==> config.mk <==
export PLATFORM = sky130hd
export DESIGN_NAME = speed_level_ctrl
export DESIGN_NICKNAME = d
export VERILOG_FILES = /design/src/rtl/speed_level_ctrl.sv
export SDC_FILE = /design/constraint.sdc
export NUM_CORES = 1
export LEC_CHECK = 0
export CELL_PAD_IN_SITES_DETAIL_PLACEMENT = 0
export CELL_PAD_IN_SITES_GLOBAL_PLACEMENT = 1
export CORE_AREA = 2 2 39 41
export CTS_CLUSTER_SIZE = 16
export DETAILED_ROUTE_END_ITERATION = 6
export DIE_AREA = 0 0 41 43
export PLACE_DENSITY_LB_ADDON = 0.1
export SYNTH_ARGS = -nofsm -noshare
export SYNTH_HDL_FRONTEND = slang
export SYNTH_SLANG_ARGS = --single-unit
==> constraint.sdc <==
create_clock -name clk -period 4.8 [get_ports clk]
set_clock_uncertainty 0.15 [all_clocks]
set_input_delay 0.72 -clock clk [delete_from_list [all_inputs] [get_ports clk]]
set_output_delay 0.72 -clock clk [all_outputs]
set_load 0.05 [all_outputs]
==> src/rtl/speed_level_ctrl.sv <==
// Speed level controller: pause toggle plus up/down level stepping
// with optional wrap-around and held-button auto-repeat.
module speed_level_ctrl #(
    parameter int NUM_LEVELS    = 3,
    parameter int INIT_LEVEL    = 1,
    parameter bit WRAP          = 1'b0,
    parameter int REPEAT_CYCLES = 0,
    localparam int LVL_W = (NUM_LEVELS <= 2) ? 1 : $clog2(NUM_LEVELS)
) (
    input  logic             clk,
    input  logic             rst,
    input  logic             pause,
    input  logic             speedup,
    input  logic             speeddown,
    output logic [LVL_W-1:0] level,
    output logic             paused,
    output logic             changed,
    output logic             at_max,
    output logic             at_min
);

    localparam int RC_W = (REPEAT_CYCLES < 1) ? 1
                        : $clog2(REPEAT_CYCLES + 1);
    localparam logic [RC_W-1:0]  RC_LAST  = RC_W'(REPEAT_CYCLES - 1);
    localparam logic [LVL_W-1:0] LVL_MAX  = LVL_W'(NUM_LEVELS - 1);
    localparam logic [LVL_W-1:0] LVL_INIT = LVL_W'(INIT_LEVEL);
    localparam bit               REP_EN   = (REPEAT_CYCLES > 0);

    typedef enum logic {
        ST_RUN    = 1'b0,
        ST_PAUSED = 1'b1
    } state_t;

    state_t            r_state;
    state_t            w_state_nxt;
    logic [LVL_W-1:0]  r_level;
    logic [LVL_W-1:0]  w_level_nxt;
    logic [RC_W-1:0]   r_rep;
    logic [RC_W-1:0]   w_rep_nxt;
    logic              r_rep_act;
    logic              w_rep_act_nxt;
    logic              r_changed;
    logic              r_pause_prev;
    logic              r_up_prev;
    logic              r_dn_prev;
    logic              w_pause_rise;
    logic              w_up_rise;
    logic              w_dn_rise;
    logic              w_step_up;
    logic              w_step_dn;

    assign w_pause_rise = pause & ~r_pause_prev;
    assign w_up_rise    = speedup & ~r_up_prev;
    assign w_dn_rise    = speeddown & ~r_dn_prev;

    // r_rep_act marks a repeat run started by a real press, so a button
    // held through reset or pause never begins repeating on its own.
    always_comb begin
        w_state_nxt   = r_state;
        w_rep_nxt     = r_rep;
        w_rep_act_nxt = r_rep_act;
        w_step_up     = 1'b0;
        w_step_dn     = 1'b0;
        if (w_pause_rise) begin
            w_state_nxt   = (r_state == ST_RUN) ? ST_PAUSED : ST_RUN;
            w_rep_nxt     = '0;
            w_rep_act_nxt = 1'b0;
        end else if (r_state == ST_PAUSED) begin
            w_rep_nxt     = '0;
            w_rep_act_nxt = 1'b0;
        end else if (speedup && speeddown) begin
            w_rep_nxt     = '0;
            w_rep_act_nxt = 1'b0;
        end else if (w_up_rise || w_dn_rise) begin
            w_step_up     = w_up_rise;
            w_step_dn     = w_dn_rise;
            w_rep_nxt     = '0;
            w_rep_act_nxt = REP_EN;
        end else if ((speedup || speeddown) && r_rep_act) begin
            if (r_rep == RC_LAST) begin
                w_step_up = speedup;
                w_step_dn = speeddown;
                w_rep_nxt = '0;
            end else begin
                w_rep_nxt = r_rep + 1'b1;
            end
        end else begin
            w_rep_nxt     = '0;
            w_rep_act_nxt = 1'b0;
        end
    end

    always_comb begin
        w_level_nxt = r_level;
        unique case (1'b1)
            w_step_up: begin
                if (r_level == LVL_MAX) begin
                    w_level_nxt = WRAP ? '0 : r_level;
                end else begin
                    w_level_nxt = r_level + 1'b1;
                end
            end
            w_step_dn: begin
                if (r_level == '0) begin
                    w_level_nxt = WRAP ? LVL_MAX : r_level;
                end else begin
                    w_level_nxt = r_level - 1'b1;
                end
            end
            default: w_level_nxt = r_level;
        endcase
    end

    // Prev flops reset high: a button held through reset is not a press.
    always_ff @(posedge clk or posedge rst) begin
        if (rst) begin
            r_state      <= ST_RUN;
            r_level      <= LVL_INIT;
            r_rep        <= '0;
            r_rep_act    <= 1'b0;
            r_changed    <= 1'b0;
            r_pause_prev <= 1'b1;
            r_up_prev    <= 1'b1;
            r_dn_prev    <= 1'b1;
        end else begin
            r_state      <= w_state_nxt;
            r_level      <= w_level_nxt;
            r_rep        <= w_rep_nxt;
            r_rep_act    <= w_rep_act_nxt;
            r_changed    <= (w_level_nxt != r_level) ||
                            (w_state_nxt != r_state);
            r_pause_prev <= pause;
            r_up_prev    <= speedup;
            r_dn_prev    <= speeddown;
        end
    end

    assign level   = r_level;
    assign paused  = (r_state == ST_PAUSED);
    assign changed = r_changed;
    assign at_max  = (r_level == LVL_MAX);
    assign at_min  = (r_level == '0);

endmodule

==> flow_metrics.tcl <==
set metrics [dict create \
    grt_pass1_vias 335 \
    grt-ovfl-total 0 \
    powerDensity_nw_per_um2 656.7 \
    maxSlewViolCount 0 \
    synthCells 39 \
    ctsLongestPathBuffers 2 \
    power.internal_mw 0.1976 \
    postRouteAntennaNets 0 \
    r2r-start "level[0]" \
    regArea_um2 180.2 \
    core-area_um2 1384 \
    crit_type "reg -> out" \
    final_hold_viol_count 0 \
    period_needed_ns 2.707 \
    drc 0 \
    clk_latency_ns 0.25 \
    seqPwrFrac_pct 26.5 \
    hold_buffers 0 \
    post-cts-setup-buffers 0 \
    vias 305 \
    place_area_um2 554.3 \
    path_cells "inv_1, ha_1, clkdlybuf4s50_1" \
    slowest_stage "clkdlybuf4s50_1" \
    drt_pass1_iterations 4 \
    setup_viol 0 \
    p_leak_nw 0.2302 \
    use_met3_pct 3.141 \
    drive_gt1_share_pct 18.87 \
    max_stage_delay_ns 0.69 \
    cp_data_arrival_time_ns 1.84 \
    diodes 0 \
    p_switching_mw 0.1836 \
    rsz0062_at_grt "false" \
    worst_slew_margin_rel_pct 66.74 \
    synth.avg_cell_area_um2 11.13 \
    ys_types 16 \
    clkPwrFrac_pct 13.8 \
    peakVddDrop_uv 317.0 \
    via_per_inst 4.420 \
    routedWlPerCell_um 12.39 \
    die_height_um 43 \
    synth_area_um2 434.2 \
    ys_warn_count 0 \
    antenna_found_initial 0 \
    yosysSeqAreaShare_pct 41.50 \
    reg2regPathDepth 5 \
    met2_usage_pct 18.44 \
    layout_commonest_cell "clkdlybuf4s50_1" \
    cts_buffers 3 \
    synth-seq-cells 7 \
    htreeDepth 1 \
    tns_ns 0 \
    busiest_layer "met2" \
    final_cell_mix "clkdlybuf4s50_1, inv_1, ha_1" \
    routed_wl_um 855 \
    max_freq_mhz 369.4 \
    fill_cells 141 \
    pwr-share-comb_pct 59.6 \
    final_nets 64 \
    path_clk_slew_ns 0.05 \
    io_pins 11 \
    gp_congestion 0.7592 \
    fin_crit_sh_pct 56.40 \
    rr_endpoint "changed" \
    tightest_slew_ns 0.4974 \
    grt.total_usage_pct 12.56 \
    stdcell_area_um2 580.6 \
    port_buffers 10 \
    hold_path_class "reg -> reg" \
    whs_path_depth 1 \
    num_rows 14 \
    multiInputGateArea_um2 235.2 \
    maxCapViolCount 0 \
    drt-initial-drc-count 4 \
    initial_core_util_pct 31.37 \
    cp-start-kind "register" \
    min_to "paused" \
    cts_root_buffer "clkbuf_4" \
    grt_max_degree 8 \
    timing.critical_path.from "level[0]" \
    synth_nets 49 \
    cts-resized-gates 0 \
    worstPathMaxFanout 6 \
    cts_tree "built" \
    hpwl_um 692.9 \
    status "complete, no violations" \
    post-route-util_pct 41.95 \
    r2r_slack_ns 2.87 \
    min_from "paused" \
    worst_ep_required_time_ns 3.93 \
    cts_sinks 7 \
    die_area_um2 1763 \
    swShare_pct 48.16 \
    crit_path_end_kind "primary output" \
    gr-usage-met1_pct 15.56 \
    die_w_um 41 \
    grt_pass1_wl_um 1435 \
    syn_to_final_growth_pct 33.72 \
]
## synth_stat cells
master	count	share of area, %
nand2_1	1	0.86
and2_0	1	1.4
o22ai_1	2	2.9
nand2b_1	4	5.8
inv_1	5	4.3
o22a_1	1	2.0
nor2b_1	1	1.4
nand4bb_1	2	5.2
xnor2_1	3	6.1
a21oi_1	3	3.5
or3b_4	2	5.2
a211oi_2	1	2.9
dfstp_2	4	24
o41a_1	1	2.6
ha_1	5	14
dfrtp_1	3	17
## area by class of cell
class | instances | area share, %
sequential | 7 | 31.03
multi-input combinational | 27 | 40.52
tap | 16 | 3.448
clock buffer | 4 | 4.526
timing repair buffer | 10 | 17.24
inverter | 5 | 3.233
## power by group through the flow
stage | sequential (mW) | combinational [mW] | clock, mW
floorplan | 0.152 | 0.113 | 0
global placement | 0.100 | 0.227 | 0
detailed placement | 0.102 | 0.229 | 0
CTS | 0.101 | 0.230 | 0.0560
global route | 0.105 | 0.245 | 0.0610
finish | 0.101 | 0.227 | 0.0528
## registers in the layout, indices dropped and copies added, names as in the netlist
| signal | flops |
|---|---|
| changed | 1 |
| r_pause_prev | 1 |
| paused | 1 |
| r_up_prev | 1 |
| r_dn_prev | 1 |
| level | 2 |
## per-stage QoR
step           instances  hold WS, ns  total power [mW]  worst slack (ns)
4_1_cts               69       0.4081            0.3873             2.077
2_1_floorplan         39       0.3705            0.2656             2.645
5_1_grt               69       0.4423            0.4111             2.020
3_5_place_dp          65       0.3969            0.3312             2.351
6_report              69       0.4037            0.3813             2.093
3_3_place_gp          65       0.3977            0.3277             2.388
## logic make-up after synthesis
kind of cell               after synthesis  synth area share [%]
and+or+nand+nor                         11                 19.88
buffers and inverters                    5                 4.323
xor gates and xnor gates                 3                 6.053
adders and majority gates                5                 14.41
DFF                                      7                 41.50
AOI/OAI and AO/OA                        8                 13.83
## critical path: cells and delay by family, from the launching register on
kind | cells | cell delay [ns]
fa+ha+maj | 1 | 0.21
flops | 1 | 0.57
buf+inv | 2 | 0.80
## layer usage
metal  part of all wire, %  wire length [um]
met5                     0                 0
met4                     0                 0
met3                   2.6                22
met2                    49               416
met1                    49               416
## worst max path at each step
stage                        end  slack (ns)  cells past startpoint
final                     at_min        2.09                      3
after global routing      at_min        2.02                      3
after CTS                 at_min        2.08                      3
after detailed placement  at_min        2.35                      3
after global placement    at_min        2.39                      3
after floorplan           at_max        2.65                      1
(Power assumes the default switching activity.)
